**config.mk**
```make
export PLATFORM = sky130hd
export DESIGN_NAME = accum_run_ctrl_flat
export DESIGN_NICKNAME = d
export VERILOG_FILES = /design/src/rtl/accum_run_if.sv /design/src/rtl/accum_run_ctrl.sv /design/src/flat_wrapper.sv
export SDC_FILE = /design/constraint.sdc
export NUM_CORES = 1
export LEC_CHECK = 0
export ABC_AREA = 1
export CAP_MARGIN = 5
export CORE_ASPECT_RATIO = 2
export CORE_MARGIN = 3
export CORE_UTILIZATION = 40
export CTS_CLUSTER_DIAMETER = 30
export DETAILED_ROUTE_END_ITERATION = 16
export DONT_BUFFER_PORTS = 1
export PLACE_DENSITY = 0.66
export SYNTH_ARGS = -nofsm -noshare
export SYNTH_HDL_FRONTEND = slang
export SYNTH_SLANG_ARGS = --single-unit
```
**constraint.sdc**
```tcl
create_clock -name clk -period 3.3 [get_ports clk]
set_input_delay 0.66 -clock clk [delete_from_list [all_inputs] [get_ports clk]]
set_output_delay 0.66 -clock clk [all_outputs]
set_load 0.02 [all_outputs]
```
**src/rtl/accum_run_if.sv**
```systemverilog
// accum_run_if
//   Control/status bundle between the test/control logic and accum_run_ctrl.
//   master : drives start, pause, clear and limit; observes the status outputs.
//   slave  : the controller side.
//   Ports carried:
//     start      1  pulse: load limit, clear acc, enter RUN
//     pause      1  level: freeze the run
//     clear      1  pulse: abort to IDLE
//     limit      W  stop value, sampled on an accepted start
//     acc_val    W  current accumulator value
//     busy       1  high in RUN or PAUSE
//     stop_flag  1  sticky "limit reached"
//     done_pulse 1  one-cycle strobe on RUN->DONE
interface accum_run_if #(
  parameter int W = 16
);
  logic         start;
  logic         pause;
  logic         clear;
  logic [W-1:0] limit;
  logic [W-1:0] acc_val;
  logic         busy;
  logic         stop_flag;
  logic         done_pulse;

  modport master (
    output start, pause, clear, limit,
    input  acc_val, busy, stop_flag, done_pulse
  );

  modport slave (
    input  start, pause, clear, limit,
    output acc_val, busy, stop_flag, done_pulse
  );
endinterface

```
**src/rtl/accum_run_ctrl.sv**
```systemverilog
// accum_run_ctrl
//   Run/stop controller for a stepped accumulator. While running, the
//   accumulator advances by STEP once every TICK_DIV clocks and saturates at
//   the programmed limit, at which point the run halts, stop_flag is set and
//   done_pulse strobes for one clock.
//   Ports:
//     clk    rising-edge clock
//     rst_n  asynchronous active-low reset
//     bus    accum_run_if.slave (start/pause/clear/limit in; acc_val/busy/
//            stop_flag/done_pulse out, all registered)
//   Configuration macro: AUTO_RESTART_EN
//     defined   -> DONE lasts one clock, then the run restarts with the same limit
//     undefined -> DONE is terminal until start or clear (default)
module accum_run_ctrl #(
  parameter int W        = 16,
  parameter int STEP     = 10,
  parameter int TICK_DIV = 10
) (
  input  logic        clk,
  input  logic        rst_n,
  accum_run_if.slave  bus
);

  localparam int               DIV_W    = (TICK_DIV > 1) ? $clog2(TICK_DIV) : 1;
  localparam logic [DIV_W-1:0] DIV_LAST = DIV_W'(TICK_DIV - 1);
  localparam logic [DIV_W-1:0] DIV_ONE  = DIV_W'(1);
  localparam logic [W:0]       STEP_X   = (W + 1)'(STEP);

  typedef enum logic [1:0] {
    S_IDLE  = 2'd0,
    S_RUN   = 2'd1,
    S_PAUSE = 2'd2,
    S_DONE  = 2'd3
  } state_e;

  state_e           state_q, state_d;
  logic [W-1:0]     acc_q, acc_d;
  logic [W-1:0]     limit_q, limit_d;
  logic [DIV_W-1:0] div_q, div_d;
  logic             busy_q, busy_d;
  logic             flag_q, flag_d;
  logic             done_q, done_d;
  logic [W:0]       sum_s;

  // Next-state computation: clear > start > pause, then the tick/saturate logic.
  always_comb begin
    state_d = state_q;
    acc_d   = acc_q;
    limit_d = limit_q;
    div_d   = div_q;
    flag_d  = flag_q;
    done_d  = 1'b0;
    // One bit wider than acc so an overshoot past 2**W-1 is still seen as >= limit.
    sum_s   = {1'b0, acc_q} + STEP_X;

    if (bus.clear) begin
      state_d = S_IDLE;
      acc_d   = '0;
      div_d   = '0;
      flag_d  = 1'b0;
    end else if (bus.start) begin
      state_d = S_RUN;
      acc_d   = '0;
      div_d   = '0;
      limit_d = bus.limit;
      flag_d  = 1'b0;
    end else begin
      case (state_q)
        S_RUN, S_PAUSE: begin
          if (bus.pause) begin
            // Pause also wins over a terminal tick: nothing advances this cycle.
            state_d = S_PAUSE;
          end else begin
            // Releasing pause counts on the same edge, so a pause of N clocks
            // delays completion by exactly N clocks.
            state_d = S_RUN;
            if (div_q == DIV_LAST) begin
              div_d = '0;
              if (sum_s >= {1'b0, limit_q}) begin
                acc_d   = limit_q;
                state_d = S_DONE;
                flag_d  = 1'b1;
                done_d  = 1'b1;
              end else begin
                acc_d = sum_s[W-1:0];
              end
            end else begin
              div_d = div_q + DIV_ONE;
            end
          end
        end
        S_DONE: begin
`ifdef AUTO_RESTART_EN
          // stop_flag deliberately stays set across the automatic restart.
          state_d = S_RUN;
          acc_d   = '0;
          div_d   = '0;
`else
          state_d = S_DONE;
`endif
        end
        S_IDLE: begin
          state_d = S_IDLE;
        end
        default: begin
          state_d = S_IDLE;
          acc_d   = '0;
          div_d   = '0;
          flag_d  = 1'b0;
        end
      endcase
    end

    busy_d = (state_d == S_RUN) || (state_d == S_PAUSE);
  end

  // State and registered outputs.
  always_ff @(posedge clk or negedge rst_n) begin
    if (!rst_n) begin
      state_q <= S_IDLE;
      acc_q   <= '0;
      limit_q <= '0;
      div_q   <= '0;
      busy_q  <= 1'b0;
      flag_q  <= 1'b0;
      done_q  <= 1'b0;
    end else begin
      state_q <= state_d;
      acc_q   <= acc_d;
      limit_q <= limit_d;
      div_q   <= div_d;
      busy_q  <= busy_d;
      flag_q  <= flag_d;
      done_q  <= done_d;
    end
  end

  assign bus.acc_val    = acc_q;
  assign bus.busy       = busy_q;
  assign bus.stop_flag  = flag_q;
  assign bus.done_pulse = done_q;

endmodule

```
**src/flat_wrapper.sv**
```systemverilog
// flat-port wrapper written by rule: the top's interface ports become plain ports
module accum_run_ctrl_flat 
#(
  parameter int W        = 16,
  parameter int STEP     = 10,
  parameter int TICK_DIV = 10
)
  (clk, rst_n, bus_start, bus_pause, bus_clear, bus_limit, bus_acc_val, bus_busy, bus_stop_flag, bus_done_pulse);
  accum_run_if #(.W(W)) bus_i ();
  input  logic clk;
  input  logic rst_n;
  input wire logic [$bits(bus_i.start)-1:0] bus_start;
  input wire logic [$bits(bus_i.pause)-1:0] bus_pause;
  input wire logic [$bits(bus_i.clear)-1:0] bus_clear;
  input wire logic [$bits(bus_i.limit)-1:0] bus_limit;
  output wire logic [$bits(bus_i.acc_val)-1:0] bus_acc_val;
  output wire logic [$bits(bus_i.busy)-1:0] bus_busy;
  output wire logic [$bits(bus_i.stop_flag)-1:0] bus_stop_flag;
  output wire logic [$bits(bus_i.done_pulse)-1:0] bus_done_pulse;
  assign bus_i.start = bus_start;
  assign bus_i.pause = bus_pause;
  assign bus_i.clear = bus_clear;
  assign bus_i.limit = bus_limit;
  assign bus_acc_val = bus_i.acc_val;
  assign bus_busy = bus_i.busy;
  assign bus_stop_flag = bus_i.stop_flag;
  assign bus_done_pulse = bus_i.done_pulse;
  accum_run_ctrl #(.W(W), .STEP(STEP), .TICK_DIV(TICK_DIV)) u_core (.clk(clk), .rst_n(rst_n), .bus(bus_i));
endmodule
```
======== Yosys cells after proc, flatten, opt, wreduce, memory -nomap -nowiden ========
Index checks and enable logic that the tools add are counted.
storage, ports and cells
  input bits .............................. 21
  output and inout bits ................... 19
  register bits after elaboration ......... 41
  word-level logic and storage cells ...... 57
operators by class
  magnitude comparators ................... 1
  bitwise gates (word level) .............. 1
  reductions and logical operators ........ 10
  muxes and demuxes ....................... 29
  equal/unequal tests ..................... 7
  $add $sub $neg .......................... 2
operators by type and width
  cell                                                    number
  two-way mux 16 bit                                      6
  two-way mux 4 bit                                       5
  adder 16 x 4 -> 17 bit (second input constant)          1
  greater-or-equal comparator 17 x 16 -> 1 bit            1
  two-way mux 1 bit                                       12
  two-way mux 2 bit                                       5
  nonzero test 3 bit                                      3
  equality test 2 bit (second input constant)             3
  case mux 2 bit (3 select lines)                         1
  adder 4 x 1 -> 4 bit (second input constant)            1
  equality test 2 x 1 -> 1 bit (second input constant)    2
  equality test 4 bit (second input constant)             1
  AND reduction 2 bit                                     2
  AND reduction 4 bit                                     1
  inequality test 3 x 2 -> 1 bit (second input constant)  1
  AND reduction 3 bit                                     1
  zero test 2 bit                                         1
  OR reduction 2 bit                                      1
  logical OR 1 bit                                        1
  inverter 1 bit                                          1

======== Logic depth before layout (Yosys ltp) ========
  depth in word-level cells ............... 10
  gate-level depth with buffers ........... 24
  mapped depth without buffers ............ 23

======== Least setup slack after synthesis ========
No wires, ideal clock.
  path type ............................... reg-to-reg
  start point ............................. register u_core.acc_q[1], in the netlist u_core.bus.acc_val[1]
  end point ............................... register u_core.acc_q[0], in the netlist u_core.bus.acc_val[0]
  clock period less this slack ............ 2910 ps
  setup slack ............................. 390 ps
  arrival time ............................ 2789 ps
  library setup time ...................... 121 ps
  stages on the path, launching flop included .. 24
  buffers on the path ..................... 2
  data required time ...................... 3179 ps
  cell sequence ........................... dfrtp_1 -> ha_1 -> nor2_1 -> nor2_2 -> nand2_2 -> nor2_4 -> inv_2 -> nor2_4 -> nand2_2 -> nor2_2 -> xor2_1 -> inv_1 -> ha_1 -> inv_1 -> nor2_1 -> nand4_1 -> o21ai_0 -> nor2_1 -> nand2_2 -> buf_6 -> buf_12 -> nand3_2 -> nand3_1 -> o21ai_1
on the way
  cells in the longest elaborated chain, start to end .. 8
ends and longest elaborated chain
  element                                       line                   source
  start, declared                               accum_run_ctrl.sv:37   logic [W-1:0] acc_q, acc_d;
  start signal, assigned                        accum_run_ctrl.sv:121  acc_q <= '0;
  start signal, assigned                        accum_run_ctrl.sv:129  acc_q <= acc_d;
  adder 16 x 4 -> 17 bit                        accum_run_ctrl.sv:54   sum_s = {1'b0, acc_q} + STEP_X;
  greater-or-equal comparator 17 x 16 -> 1 bit  accum_run_ctrl.sv:79   if (sum_s >= {1'b0, limit_q}) begin
  two-way mux 16 bit                            accum_run_ctrl.sv:79
  two-way mux 16 bit                            accum_run_ctrl.sv:77   if (div_q == DIV_LAST) begin
  two-way mux 16 bit                            accum_run_ctrl.sv:70   if (bus.pause) begin
  two-way mux 16 bit                            accum_run_ctrl.sv:68   case (state_q)
  two-way mux 16 bit                            accum_run_ctrl.sv:61   end else if (bus.start) begin
  two-way mux 16 bit                            accum_run_ctrl.sv:56   if (bus.clear) begin
No other way between the ends. The select of a mux whose other input is x is not followed.
A chain may end at the register's enable or synchronous reset.

======== Worst setup path after layout ========
  start point ............................. register u_core.acc_q[1], in the netlist u_core.bus.acc_val[1]
  end point ............................... register u_core.acc_q[6], in the netlist u_core.bus.acc_val[6]
on the way
  cells in the longest elaborated chain, start to end .. 8
ends and longest elaborated chain
  element                                       line
  adder 16 x 4 -> 17 bit (*)                    accum_run_ctrl.sv:54
  greater-or-equal comparator 17 x 16 -> 1 bit  accum_run_ctrl.sv:79
  two-way mux 16 bit (*)                        accum_run_ctrl.sv:79
  two-way mux 16 bit (*)                        accum_run_ctrl.sv:77
  two-way mux 16 bit (*)                        accum_run_ctrl.sv:70
  two-way mux 16 bit (*)                        accum_run_ctrl.sv:68
  two-way mux 16 bit (*)                        accum_run_ctrl.sv:61
  two-way mux 16 bit (*)                        accum_run_ctrl.sv:56
Mark *: on every way between the ends. The rest lies on a longest branch, timed or not. The select of a mux whose other input is x is not followed.

==> flow_summary.json <==
{
  "drive_gt1_frac": 0.1166,
  "leakage_nw": 1.506,
  "syn_area_mm2": 0.002567,
  "ant_nets": 0,
  "fin_util": 0.4645,
  "pwr_density_cell_mw_per_mm2": 418.3,
  "io-pin-count": 40,
  "syn-instance-count": 333,
  "grtUsageMet2": 0.3525,
  "reg2reg_slack_ns": 0.34,
  "numPortBuffers": 0,
  "wire_per_inst_um": 13.98,
  "ys_seq_area_frac": 0.3996,
  "place_congestion": 0.8459,
  "endpoint": "u_core.bus.acc_val[6]$_DFFE_PN0P_",
  "nets": 383,
  "async_reset_ff_frac": 1.000,
  "max_freq_mhz": 337.9,
  "clockRootBuffer": "clkbuf_16",
  "slowest_delay_ns": 0.35,
  "cp_num_cells": 21,
  "startpoint": "u_core.bus.acc_val[1]$_DFFE_PN0P_",
  "grt_max_degree": 42,
  "period_share": 0.8969,
  "synth.avg_cell_area_um2": 7.710,
  "synth_edf_count": 0,
  "cap_violations": 0,
  "use_met1": 0.1530,
  "cts_buffers": 5,
  "fin_area_mm2": 0.002836,
  "outcome": "finished clean",
  "numPlacedInstances": 418,
  "finClkSkew_ns": 0.002469,
  "n_antenna_cell": 0,
  "start_util": 0.4205,
  "placed_area_mm2": 0.002683,
  "num-fill-cells": 652,
  "cp_slowest_cell": "dfrtp_1",
  "ys_ff_latch": 41,
  "synthToLayoutAreaGrowth_pct": 10.48,
  "reg2regPathDepth": 21,
  "vdd.ir_drop.worst_v": 0.0003375,
  "synth_top_area_share": 0.3996,
  "power.total_mw": 1.187,
  "totalWireLength_mm": 5.971,
  "dr.pass1.iters": 4,
  "seq_area_mm2": 0.001026,
  "yosysWarnings": 0,
  "worst_pin_slew_ns": 0.5796,
  "vias": 2097,
  "preCtsSetupSlack_ns": 0.2160,
  "die-area_mm2": 0.007474,
  "layout_setup_ws_ns": 0.3402,
  "antenna_found_initial": 0,
  "finalSetupViolCount": 0,
  "yosysUniqueCellTypes": 31,
  "report.final.slew_viol_count": 0,
  "drc_errors": 0,
  "tritoncts": "built",
  "min_path_type": "in -> async",
  "clockBufferDepth": 2,
  "criticalPathCategory": "reg -> reg",
  "tns_ns": 0,
  "path_cells": "ha_1 > nor2_1 > nor2_2 > nand2_2 > nor2_4 > inv_2 > nor2_4 > nand2_2 > nor2_2 > xor2_2 > inv_1 > ha_1 > inv_1 > nor2_1 > nand4_1 > o21ai_1 > nor2_1 > nand2_2 > buf_4 > o21ai_0 > o21ai_1",
  "maxSlewHeadroom": 0.6127,
  "r2r_start": "u_core.bus.acc_val[1]$_DFFE_PN0P_",
  "yosys-top-cells-count": "61 x nand2_1, 53 x inv_1, 41 x dfrtp_1, 41 x nor2_1, 24 x a21oi_1",
  "synth_top_cells_by_area": "dfrtp_1 40%, ha_1 9.7%, nand2_1 8.9%",
  "path_max_fanout": 11,
  "cp.buffers_inverters": 4,
  "yosysMostFrequentCell": "nand2_1",
  "dp_hpwl_mm": 4.566,
  "core_area_mm2": 0.006106,
  "clk_latency_ns": 0.29,
  "worst_setup_path_end_kind": "flop",
  "cp_top_family": "simple AND/OR/NAND/NOR gates",
  "yosysTopAreaCell": "dfrtp_1",
  "grtUsageTotal": 0.1755,
  "dieHeight_um": 119.3,
  "cts_sinks": 41,
  "rsz0062_at_grt": "false",
  "multiInputGateArea_mm2": 0.001274,
  "holdWs_ns": 0.06257,
  "fin_crit_ns": 2.960,
  "start_kind": "flop",
  "std_cell_rows": 40,
  "drtIter0Drc": 90,
  "grt_pass1_wl_mm": 10.23,
  "required_ns": 3.51,
  "hold_violations": 0,
  "stdcell_count": 427,
  "gr-usage-met3": 0.04717,
  "ys.flop_type": "dfrtp_1",
  "busiest_layer": "met2",
  "grt_pass1_vias": 2259,
  "syn-num-nets": 374,
  "gr-total-overflow": 0,
  "cp_data_arrival_time_ns": 3.17,
  "vias_per_cell": 4.911,
  "htreeDepth": 2,
  "r2r_end": "u_core.bus.acc_val[6]$_DFFE_PN0P_",
  "die_w_um": 62.65,
  "clk_pin_slew_ns": 0.06
}
-- how the worst min path moves through the flow --
stage	start	to	slack, ns	cells after the start
floorplan	rst_n	u_core.bus.acc_val[0]$_DFFE_PN0P_	0.36	0
global placement	rst_n	u_core.limit_q[5]$_DFFE_PN0P_	0.37	0
detailed placement	rst_n	u_core.limit_q[5]$_DFFE_PN0P_	0.37	0
CTS	rst_n	u_core.div_q[2]$_DFFE_PN0P_	0.05	0
global route	rst_n	u_core.limit_q[12]$_DFFE_PN0P_	0.05	0
finish	rst_n	u_core.limit_q[10]$_DFFE_PN0P_	0.06	0
-- logic make-up after synthesis --
kind of cell / synth area share
AND/OR/NAND/NOR: 0.2349
flip-flops: 0.3996
adder cells (fa/ha/maj): 0.09747
multiplexers: 0.004386
XOR/XNOR: 0.02729
buffers and inverters: 0.1072
AO/OA/AOI/OAI: 0.1291
-- what timing repair did --
item,CTS,global route
endpoints found under the setup margin,0,18
hold buffers,0,0
setup buffers,0,1
gates resized for setup,0,2
-- report_power, final --
part | internal, mW | switching (mW) | leakage (nW)
Clock | 0.278 | 0.198 | 0.0706
Combinational | 0.0547 | 0.101 | 0.916
Sequential | 0.535 | 0.0199 | 0.519
-- final cells by class --
cell class / count / share of cell area
Clock buffer: 6 / 0.04543
Clock inverter: 2 / 0.003529
Inverter: 58 / 0.07675
Multi-Input combinational cell: 226 / 0.4491
Sequential cell: 41 / 0.3617
Tap cell: 84 / 0.03705
Timing Repair Buffer: 10 / 0.02647
-- layout by cell type (no fill, tap or decap), drive strengths merged, types with 2 or more instances in the layout --
cell type / count
clkbuf: 6
nor3: 4
o21ai: 33
inv: 58
nand4: 4
buf: 10
xnor2: 2
xor2: 6
a21o: 3
nor2: 49
clkinv: 2
dfrtp: 41
nand2: 65
ha: 20
a21oi: 25
nand3: 9
-- per-layer routing --
metal	share of wire	vias to the layer above
met5	0	-
met4	0.027	0
met3	0.042	8
met2	0.58	27
met1	0.35	994
li1	-	1068
-- sequential cells by signal (all words and copies together) (netlist names) --
| name | flops |
|---|---|
| u_core.limit_q | 16 |
| u_core.state_q | 2 |
| u_core.bus.done_pulse | 1 |
| u_core.bus.busy | 1 |
| u_core.div_q | 4 |
| u_core.bus.acc_val | 16 |
| u_core.bus.stop_flag | 1 |
(Power assumes the default switching activity.)
